--- config.mk ---
export PLATFORM = sky130hd
export DESIGN_NAME = qlearn_agent_ctrl
export DESIGN_NICKNAME = d
export VERILOG_FILES = /design/src/rtl/qlearn_agent_ctrl.sv
export SDC_FILE = /design/constraint.sdc
export NUM_CORES = 1
export LEC_CHECK = 0
export ABC_AREA = 1
export BUFFER_PORTS_ARGS = -buffer_cell sky130_fd_sc_hd__buf_2
export CORE_ASPECT_RATIO = 1.5
export CORE_MARGIN = 2
export CORE_UTILIZATION = 56
export DETAILED_ROUTE_END_ITERATION = 8
export HOLD_SLACK_MARGIN = 0.02
export PLACE_DENSITY = 0.86
export SETUP_SLACK_MARGIN = 0.05
export SKIP_CTS_REPAIR_TIMING = 1
export SLEW_MARGIN = 15
export SYNTH_ARGS = -nofsm -noshare
export SYNTH_HDL_FRONTEND = slang
export SYNTH_SLANG_ARGS = --single-unit
--- constraint.sdc ---
create_clock -name clk -period 7.4 [get_ports clk]
set_input_delay 1.48 -clock clk [delete_from_list [all_inputs] [get_ports clk]]
set_output_delay 1.48 -clock clk [all_outputs]
set_load 0.03 [all_outputs]
--- src/rtl/qlearn_agent_ctrl.sv ---
// qlearn_agent_ctrl: episode sequencer between an RL environment and a Q-learning update accelerator
module qlearn_agent_ctrl #(
  parameter int N_ACT     = 4,
  parameter int Q_W       = 16,
  parameter int S_W       = 6,
  parameter int ACC_LAT   = 3,
  parameter int MAX_STEPS = 63
) (
  input  logic                   clk,
  input  logic                   rst,
  input  logic                   start,
  input  logic [S_W-1:0]         start_state,
  input  logic [S_W-1:0]         goal_state,
  input  logic [7:0]             epsilon,
  output logic                   act_valid,
  input  logic                   act_ready,
  output logic [1:0]             act,
  input  logic                   obs_valid,
  input  logic [S_W-1:0]         obs_state,
  input  logic signed [15:0]     obs_reward,
  output logic                   acc_en,
  output logic [S_W-1:0]         acc_cur_state,
  output logic [S_W-1:0]         acc_next_state,
  output logic [3:0]             acc_action,
  output logic signed [15:0]     acc_reward,
  input  logic [N_ACT*Q_W-1:0]   acc_q_row,
  output logic                   busy,
  output logic                   done,
  output logic [5:0]             steps
);
  localparam int CW = ACC_LAT > 1 ? $clog2(ACC_LAT) : 1;
  typedef enum logic [2:0] {IDLE, SELECT, ACT, OBSERVE, UPDATE, WAIT, DONE} state_t;
  state_t               r_state;
  logic [15:0]          r_lfsr;
  logic [S_W-1:0]       r_cur;
  logic [S_W-1:0]       r_goal;
  logic [7:0]           r_eps;
  logic                 r_first;
  logic [CW-1:0]        r_wcnt;
  logic                 w_fb;
  logic                 w_explore;
  logic                 w_end;
  logic [1:0]           w_best_idx;
  logic signed [Q_W-1:0] w_best;
  assign w_fb      = r_lfsr[15] ^ r_lfsr[13] ^ r_lfsr[12] ^ r_lfsr[10];
  assign w_explore = r_first || (r_lfsr[7:0] < r_eps);
  assign w_end     = (r_cur == r_goal) || (steps == 6'(MAX_STEPS));
  // strict greater-than keeps the lowest index on ties
  always_comb begin
    w_best     = acc_q_row[Q_W-1:0];
    w_best_idx = '0;
    for (int i = 1; i < N_ACT; i++)
      if ($signed(acc_q_row[i*Q_W +: Q_W]) > w_best) begin
        w_best     = acc_q_row[i*Q_W +: Q_W];
        w_best_idx = 2'(i);
      end
  end
  always_ff @(posedge clk) begin
    if (rst) begin
      r_state        <= IDLE;
      r_lfsr         <= 16'hACE1;
      r_first        <= 1'b1;
      r_wcnt         <= '0;
      act_valid      <= 1'b0;
      act            <= '0;
      acc_en         <= 1'b0;
      acc_cur_state  <= '0;
      acc_next_state <= '0;
      acc_action     <= '0;
      acc_reward     <= '0;
      busy           <= 1'b0;
      done           <= 1'b0;
      steps          <= '0;
    end else begin
      r_lfsr <= {r_lfsr[14:0], w_fb};
      case (r_state)
        IDLE: if (start) begin
          r_cur   <= start_state;
          r_goal  <= goal_state;
          r_eps   <= epsilon;
          steps   <= '0;
          r_first <= 1'b1;
          busy    <= 1'b1;
          r_state <= SELECT;
        end
        SELECT: begin
          act       <= w_explore ? r_lfsr[9:8] : w_best_idx;
          act_valid <= 1'b1;
          r_state   <= ACT;
        end
        ACT: if (act_ready) begin
          act_valid <= 1'b0;
          r_state   <= OBSERVE;
        end
        OBSERVE: if (obs_valid) begin
          acc_en         <= 1'b1;
          acc_cur_state  <= r_cur;
          acc_next_state <= obs_state;
          acc_action     <= {2'b00, act};
          acc_reward     <= obs_reward;
          r_state        <= UPDATE;
        end
        UPDATE: begin
          acc_en  <= 1'b0;
          steps   <= steps + 6'd1;
          r_cur   <= acc_next_state;
          r_first <= 1'b0;
          r_wcnt  <= '0;
          r_state <= WAIT;
        end
        WAIT: if (r_wcnt == CW'(ACC_LAT - 1)) begin
          done    <= w_end;
          r_state <= w_end ? DONE : SELECT;
        end else r_wcnt <= r_wcnt + 1'b1;
        DONE: begin
          done    <= 1'b0;
          busy    <= 1'b0;
          r_state <= IDLE;
        end
        default: r_state <= IDLE;
      endcase
    end
  end
endmodule
==> results of run 1 <==
worst max-delay path: cells and delay by family:
| kind | cells | cell delay, ns |
|---|---|---|
| buffers and inverters | 4 | 0.61 |
| AOI/OAI and AO/OA | 5 | 0.55 |
| adders and majority gates | 3 | 0.96 |
| and+or+nand+nor | 20 | 2.77 |
kinds of logic (layout without fill, tap and decap cells):
family                   Yosys count  after routing  synth area share [%]
AO/OA/AOI/OAI                    134            134                  15.1
XOR/XNOR                           7              7                  1.21
adder cells (fa/ha/maj)           57             57                  14.1
buffers and inverters            122            269                  9.74
flip-flops                        84             84                  37.2
other                              1              2                0.0741
AND/OR/NAND/NOR                  260            260                  22.6
flip-flops by register name, summed over array words and instances, names as in the netlist, 3 cells and up:
signal and count:
r_goal 6, acc_reward 16, r_eps 8, acc_cur_state 6, r_lfsr 16, r_cur 6
r_state 3, acc_next_state 6, steps 6
power breakdown:
group,switching (mW),internal [mW],leakage (nW)
logic,0.251,0.148,2.31
registers,0.0191,0.505,0.707
clock network,0.165,0.225,0.129
total,0.435,0.878,3.14
worst paths after layout:
path | end | slack, ns | startpoint
worst max register to register | acc_next_state[1] | 4.76 | r_state[0]
worst max-delay path | act[0] | 1.21 | acc_q_row[7]
worst min-delay path | r_lfsr[15] | 0.41 | r_lfsr[14]
worst min register to register | r_lfsr[15] | 0.41 | r_lfsr[14]
cells in the final DEF (no fill, tap or decap), types with 6 or more instances in the layout:
| master | instances |
|---|---|
| buf_2 | 152 |
| nand2_1 | 146 |
| inv_1 | 100 |
| a21oi_1 | 68 |
| dfxtp_1 | 64 |
| ha_1 | 57 |
| nor2_1 | 41 |
| nand3_1 | 40 |
| o21ai_0 | 24 |
| edfxtp_1 | 20 |
| o21a_1 | 12 |
| o21bai_1 | 12 |
| clkbuf_16 | 9 |
| or2_2 | 7 |
| o21ai_1 | 6 |
| nor3_1 | 6 |
cell type report:
| type | count | area, um2 |
|---|---|---|
| clock buffers | 11 | 233 |
| fillers | 716 | 2710 |
| clock inverters | 5 | 30.0 |
| multi-input cells | 460 | 2690 |
| repair buffers | 153 | 768 |
| flip-flops and latches | 84 | 1880 |
| inverters | 100 | 375 |
| well taps | 110 | 138 |
metal layers:
layer	GRT usage (%)	wire [um]	up-vias
li1	-	-	2462
met1	25.9	4610	2241
met2	46.7	6420	184
met3	6.87	989	21
met4	12.6	345	0
met5	0	0	-
==> impl_metrics.tcl, run 1 <==
set metrics [dict create \
    crit_required_ns 7.59 \
    nNetsFinal 976 \
    period_needed_ns 6.19 \
    clock_sinks 84 \
    drv_slew 0 \
    synth_edf_count 20 \
    ys_top_cells_by_area "dfxtp_1 25%, ha_1 14%, edfxtp_1 12%, nand2_1 11%, inv_1 7.4%" \
    synth_ff_type "dfxtp_1" \
    outcome "completed" \
    syn_avg_cell_area_um2 7.61 \
    num_rows 42 \
    worstRegToRegCells 5 \
    cts_tree "yes" \
    ys_seq_elements 84 \
    grt_max_degree 58 \
    cts-root-buf "clkbuf_16" \
    die_area_mm2 0.00983 \
    drt_iter0_markers 96 \
    rsz0062_at_grt "false" \
    finalCritPeriodShare_pct 83.6 \
    cts_made_buffers 9 \
    wl_um 12400 \
    hold_violations 0 \
    start_util_pct 57.3 \
    whs_path_depth 1 \
    num_vias 4908 \
    fin_tns_setup_ns 0 \
    firstDrtPassIters 6 \
    synthMostInstantiatedCell "nand2_1" \
    area_growth_syn_to_layout_pct 20.9 \
    grt_overflow 0 \
    postSynthCellCount 665 \
    setup_viol 0 \
    yosys_warnings 0 \
    yosys.area.top_type "dfxtp_1" \
    path_class "input port to register" \
    drive_above_1_share_pct 23.0 \
    setup_ws_ns 1.21 \
    wl_per_cell_um 13.4 \
    slowest_stage "inv_1" \
    finClkSkew_ns 0.00689 \
    path_clk_slew_ns 0.05 \
    ant_nets 0 \
    dpl.hpwl_um 9820 \
    die_x_um 81.6 \
    slowest_delay_ns 0.45 \
    grt_pass1_wl_um 19800 \
    clk_latency_ns 0.33 \
    diodes 0 \
    relSlewSlack_pct 34.6 \
    cts_buffer_depth 2 \
    stdcell_count 923 \
    finalPower_mw 1.31 \
    yosysSeqAreaShare_pct 37.2 \
    io_buffers 152 \
    ios 155 \
    final_cell_area_mm2 0.00612 \
    async_flop_share_pct 0 \
    viasPerCell 5.32 \
    synth_area_mm2 0.00506 \
    synth_top_area_share_pct 25.3 \
    cts_max_level 3 \
    ys_types 41 \
    hold_path_class "register to register" \
    fmax_ghz 0.162 \
    cpMostUsedCell "nand2_1" \
    p_leak_nw 3.14 \
    dp.cells 907 \
    worst_pin_slew_ns 0.978 \
    synth_common_cells "146 x nand2_1, 100 x inv_1, 68 x a21oi_1" \
    powerDensity_mw_per_mm2 215 \
    cp-start-kind "input port" \
    ir_drop_v 0.000186 \
    antenna_found_initial 0 \
    whs_ns 0.409 \
    place_area_mm2 0.00585 \
    first_global_vias 4774 \
    core_mm2 0.00883 \
    pre_cts_slack_ns 0.882 \
    drc_errors 0 \
    grt_usage_pct 25.6 \
    die_h_um 120 \
    max-cap-violations 0 \
    critPathMaxFanout 27 \
    gp_congestion 0.925 \
    crit_path_end_kind "register" \
    crit_arrival_ns 6.37 \
    fin_util_pct 69.3 \
]
Note: power is estimated with default switching activity, not from simulation.
==> run 2, diff against run 1 <==
--- a/config.mk
+++ b/config.mk
@@ -5,14 +5,14 @@
 export SDC_FILE = /design/constraint.sdc
 export NUM_CORES = 1
 export LEC_CHECK = 0
-export ABC_AREA = 1
+export ABC_AREA = 0
 export BUFFER_PORTS_ARGS = -buffer_cell sky130_fd_sc_hd__buf_2
 export CORE_ASPECT_RATIO = 1.5
 export CORE_MARGIN = 2
-export CORE_UTILIZATION = 56
+export CORE_UTILIZATION = 52
 export DETAILED_ROUTE_END_ITERATION = 8
 export HOLD_SLACK_MARGIN = 0.02
-export PLACE_DENSITY = 0.86
+export PLACE_DENSITY = 0.81
 export SETUP_SLACK_MARGIN = 0.05
 export SKIP_CTS_REPAIR_TIMING = 1
 export SLEW_MARGIN = 15
==> constraint.sdc (replaced) <==
create_clock -name clk -period 6 [get_ports clk]
set_input_delay 1.2 -clock clk [delete_from_list [all_inputs] [get_ports clk]]
set_output_delay 1.2 -clock clk [all_outputs]
set_load 0.03 [all_outputs]
==> run 2 against run 1 <==
Against the previous run: the flow now finishes with violations (negative setup slack); clock-buffer cell count did not move; first-iteration DRC count rose by 77%; setup slack got worse by 1.4 ns; via count fell by 0.18%; register-to-register slack got worse by 1.0 ns; combinational power rose by 64%; clock skew barely moved; non-clock buffer count rose by 66; core utilization rose by 7.1 points; largest power group unchanged.
==> impl_metrics.tcl, run 2 <==
set metrics [dict create \
    outcome "complete, but fails checks" \
    violations "negative setup slack" \
    area_growth_syn_to_layout_pct 44.2 \
    fillers 629 \
    synth_compound_area_share_pct 16.4 \
    cts_max_level 3 \
    antenna_found_initial 0 \
    synth_top_area_share_pct 26.4 \
    yosys.area.top_type "dfxtp_1" \
    die_x_um 82.8 \
    async_flop_share_pct 0 \
    yosysSeqAreaShare_pct 38.8 \
    pre_cts_slack_ns -0.721 \
    cts_buffer_depth 2 \
    wl_per_cell_um 16.2 \
    relSlewSlack_pct 23.8 \
    path_clk_slew_ns 0.06 \
    first_global_vias 4839 \
    reg_top3 "acc_reward x16, r_lfsr x16, r_eps x8" \
    ys_seq_elements 84 \
    setup_viol 2 \
    synth_area_mm2 0.00485 \
    synth_common_cells "104 x nand2_1, 64 x dfxtp_1, 59 x a21oi_1" \
    io_buffers 152 \
    grt_max_degree 67 \
    layout_commonest_cell "buf_2" \
    dpl.hpwl_um 10300 \
    p_leak_nw 3.25 \
    ys_top_cells_by_area "dfxtp_1 26%, ha_1 15%, edfxtp_1 12%, nand2_1 8.1%, a21oi_1 6.1%" \
    synthMostInstantiatedCell "nand2_1" \
    num_rows 43 \
    period_needed_ns 6.19 \
    synth_edf_count 20 \
    num_vias 4899 \
    ys_types 51 \
    finClkSkew_ns 0.00667 \
    drive_above_1_share_pct 40.5 \
    cts_tree "yes" \
    final_cell_mix "150 x buf_2, 100 x nand2_1, 64 x dfxtp_1" \
    crit_path_end_kind "register" \
    max-cap-violations 0 \
    synth-simple-area-share_pct 19.9 \
    syn_avg_cell_area_um2 8.59 \
    grt_pass1_wl_um 21300 \
    grt_use_met3_pct 4.64 \
    die_area_mm2 0.0101 \
    met1_usage_pct 27.4 \
    setup_ws_ns -0.195 \
    gp_congestion 0.982 \
    yosys_warnings 0 \
    die_h_um 122 \
    core_mm2 0.00915 \
    fin_util_pct 76.4 \
    synth-xor-area-share_pct 1.63 \
    ios 155 \
    crit_arrival_ns 6.42 \
    rsz0062_at_grt "true" \
    start_util_pct 53.0 \
    whs_ns 0.423 \
    nNetsFinal 941 \
    clk_latency_ns 0.33 \
    critPathMaxFanout 6 \
    path_class "input port to register" \
    stdcell_count 890 \
    diodes 0 \
    cts_made_buffers 9 \
    synthAdderAreaFrac_pct 14.7 \
    synth_ff_type "dfxtp_1" \
    powerDensity_mw_per_mm2 264 \
    grt_usage_pct 25.8 \
    final_cell_area_mm2 0.00699 \
    ant_nets 0 \
    worst_pin_slew_ns 1.14 \
    finalCritPeriodShare_pct 103 \
    wl_um 14400 \
    drv_slew 0 \
    crit_required_ns 6.22 \
    dp.cells 862 \
    hold_path_class "register to register" \
    grt_overflow 0 \
    viasPerCell 5.50 \
    grt.met2_usage_pct 48.8 \
    hold_violations 0 \
    ir_drop_v 0.000211 \
    postSynthCellCount 564 \
    firstDrtPassIters 4 \
    clock_sinks 84 \
    drt_iter0_markers 170 \
    finalPower_mw 1.85 \
    cp-start-kind "input port" \
    cts-root-buf "clkbuf_16" \
    fmax_ghz 0.161 \
    muxShareOfSynthArea_pct 3.56 \
    drc_errors 0 \
    place_area_mm2 0.00619 \
    grt_busiest_layer "met2" \
    fin_tns_setup_ns -0.380 \
    synth_top_family_by_area "simple AND/OR/NAND/NOR gates" \
]
==> run 2: kinds of logic after synthesis <==
group                      count (synthesis)
adders and majority gates                 57
muxes                                     17
buffers and inverters                     58
DFF                                       84
AOI/OAI and AO/OA                        121
and+or+nand+nor                          217
xor gates and xnor gates                   9
other                                      1
==> run 2: worst paths after layout <==
kind / depth (start not counted) / to / start / slack [ns]
worst min-delay path: 1 / r_lfsr[15] / r_lfsr[14] / 0.42
worst min register to register: 1 / r_lfsr[15] / r_lfsr[14] / 0.42
worst max-delay path: 26 / act[1] / acc_q_row[21] / -0.19
worst max register to register: 4 / acc_cur_state[3] / r_state[1] / 3.74
==> run 2: critical path, stage by stage <==
cell	delay [ns]
buf_8	0.10
ha_4	0.24
a211oi_2	0.19
o211ai_1	0.12
o32a_1	0.37
a211oi_2	0.27
a221oi_4	0.07
buf_12	0.17
buf_8	0.13
mux2i_4	0.18
ha_1	0.31
nand4_1	0.16
or3_4	0.39
a21oi_4	0.16
a211oi_4	0.07
a221o_2	0.43
buf_6	0.14
a21o_1	0.17
ha_4	0.23
a21oi_2	0.13
o21ai_2	0.09
a311oi_2	0.30
o221ai_2	0.17
nor2_1	0.14
a311oi_2	0.08
a2111oi_2	0.38
==> run 2: final cells by class <==
type,instances,area [um2],share of cell area (%)
Sequential cell,84,1880,26.9
Timing Repair Buffer,219,1320,18.9
Clock buffer,11,243,3.47
Multi-Input combinational cell,426,3220,46.0
Clock inverter,5,51.3,0.734
Inverter,33,141,2.02
Tap cell,112,140,2.00
==> run 2: layer usage <==
metal,vias up,share of wire [%]
met2,212,54
met5,-,0
met3,48,6.1
met4,0,4.6
li1,2387,-
met1,2252,35
==> run 2: where the power goes <==
| group | total, mW | leakage, nW | internal (mW) | switching (mW) |
|---|---|---|---|---|
| clock | 0.537 | 0.143 | 0.330 | 0.206 |
| sequential | 0.658 | 0.707 | 0.624 | 0.0340 |
| combinational | 0.653 | 2.40 | 0.307 | 0.347 |
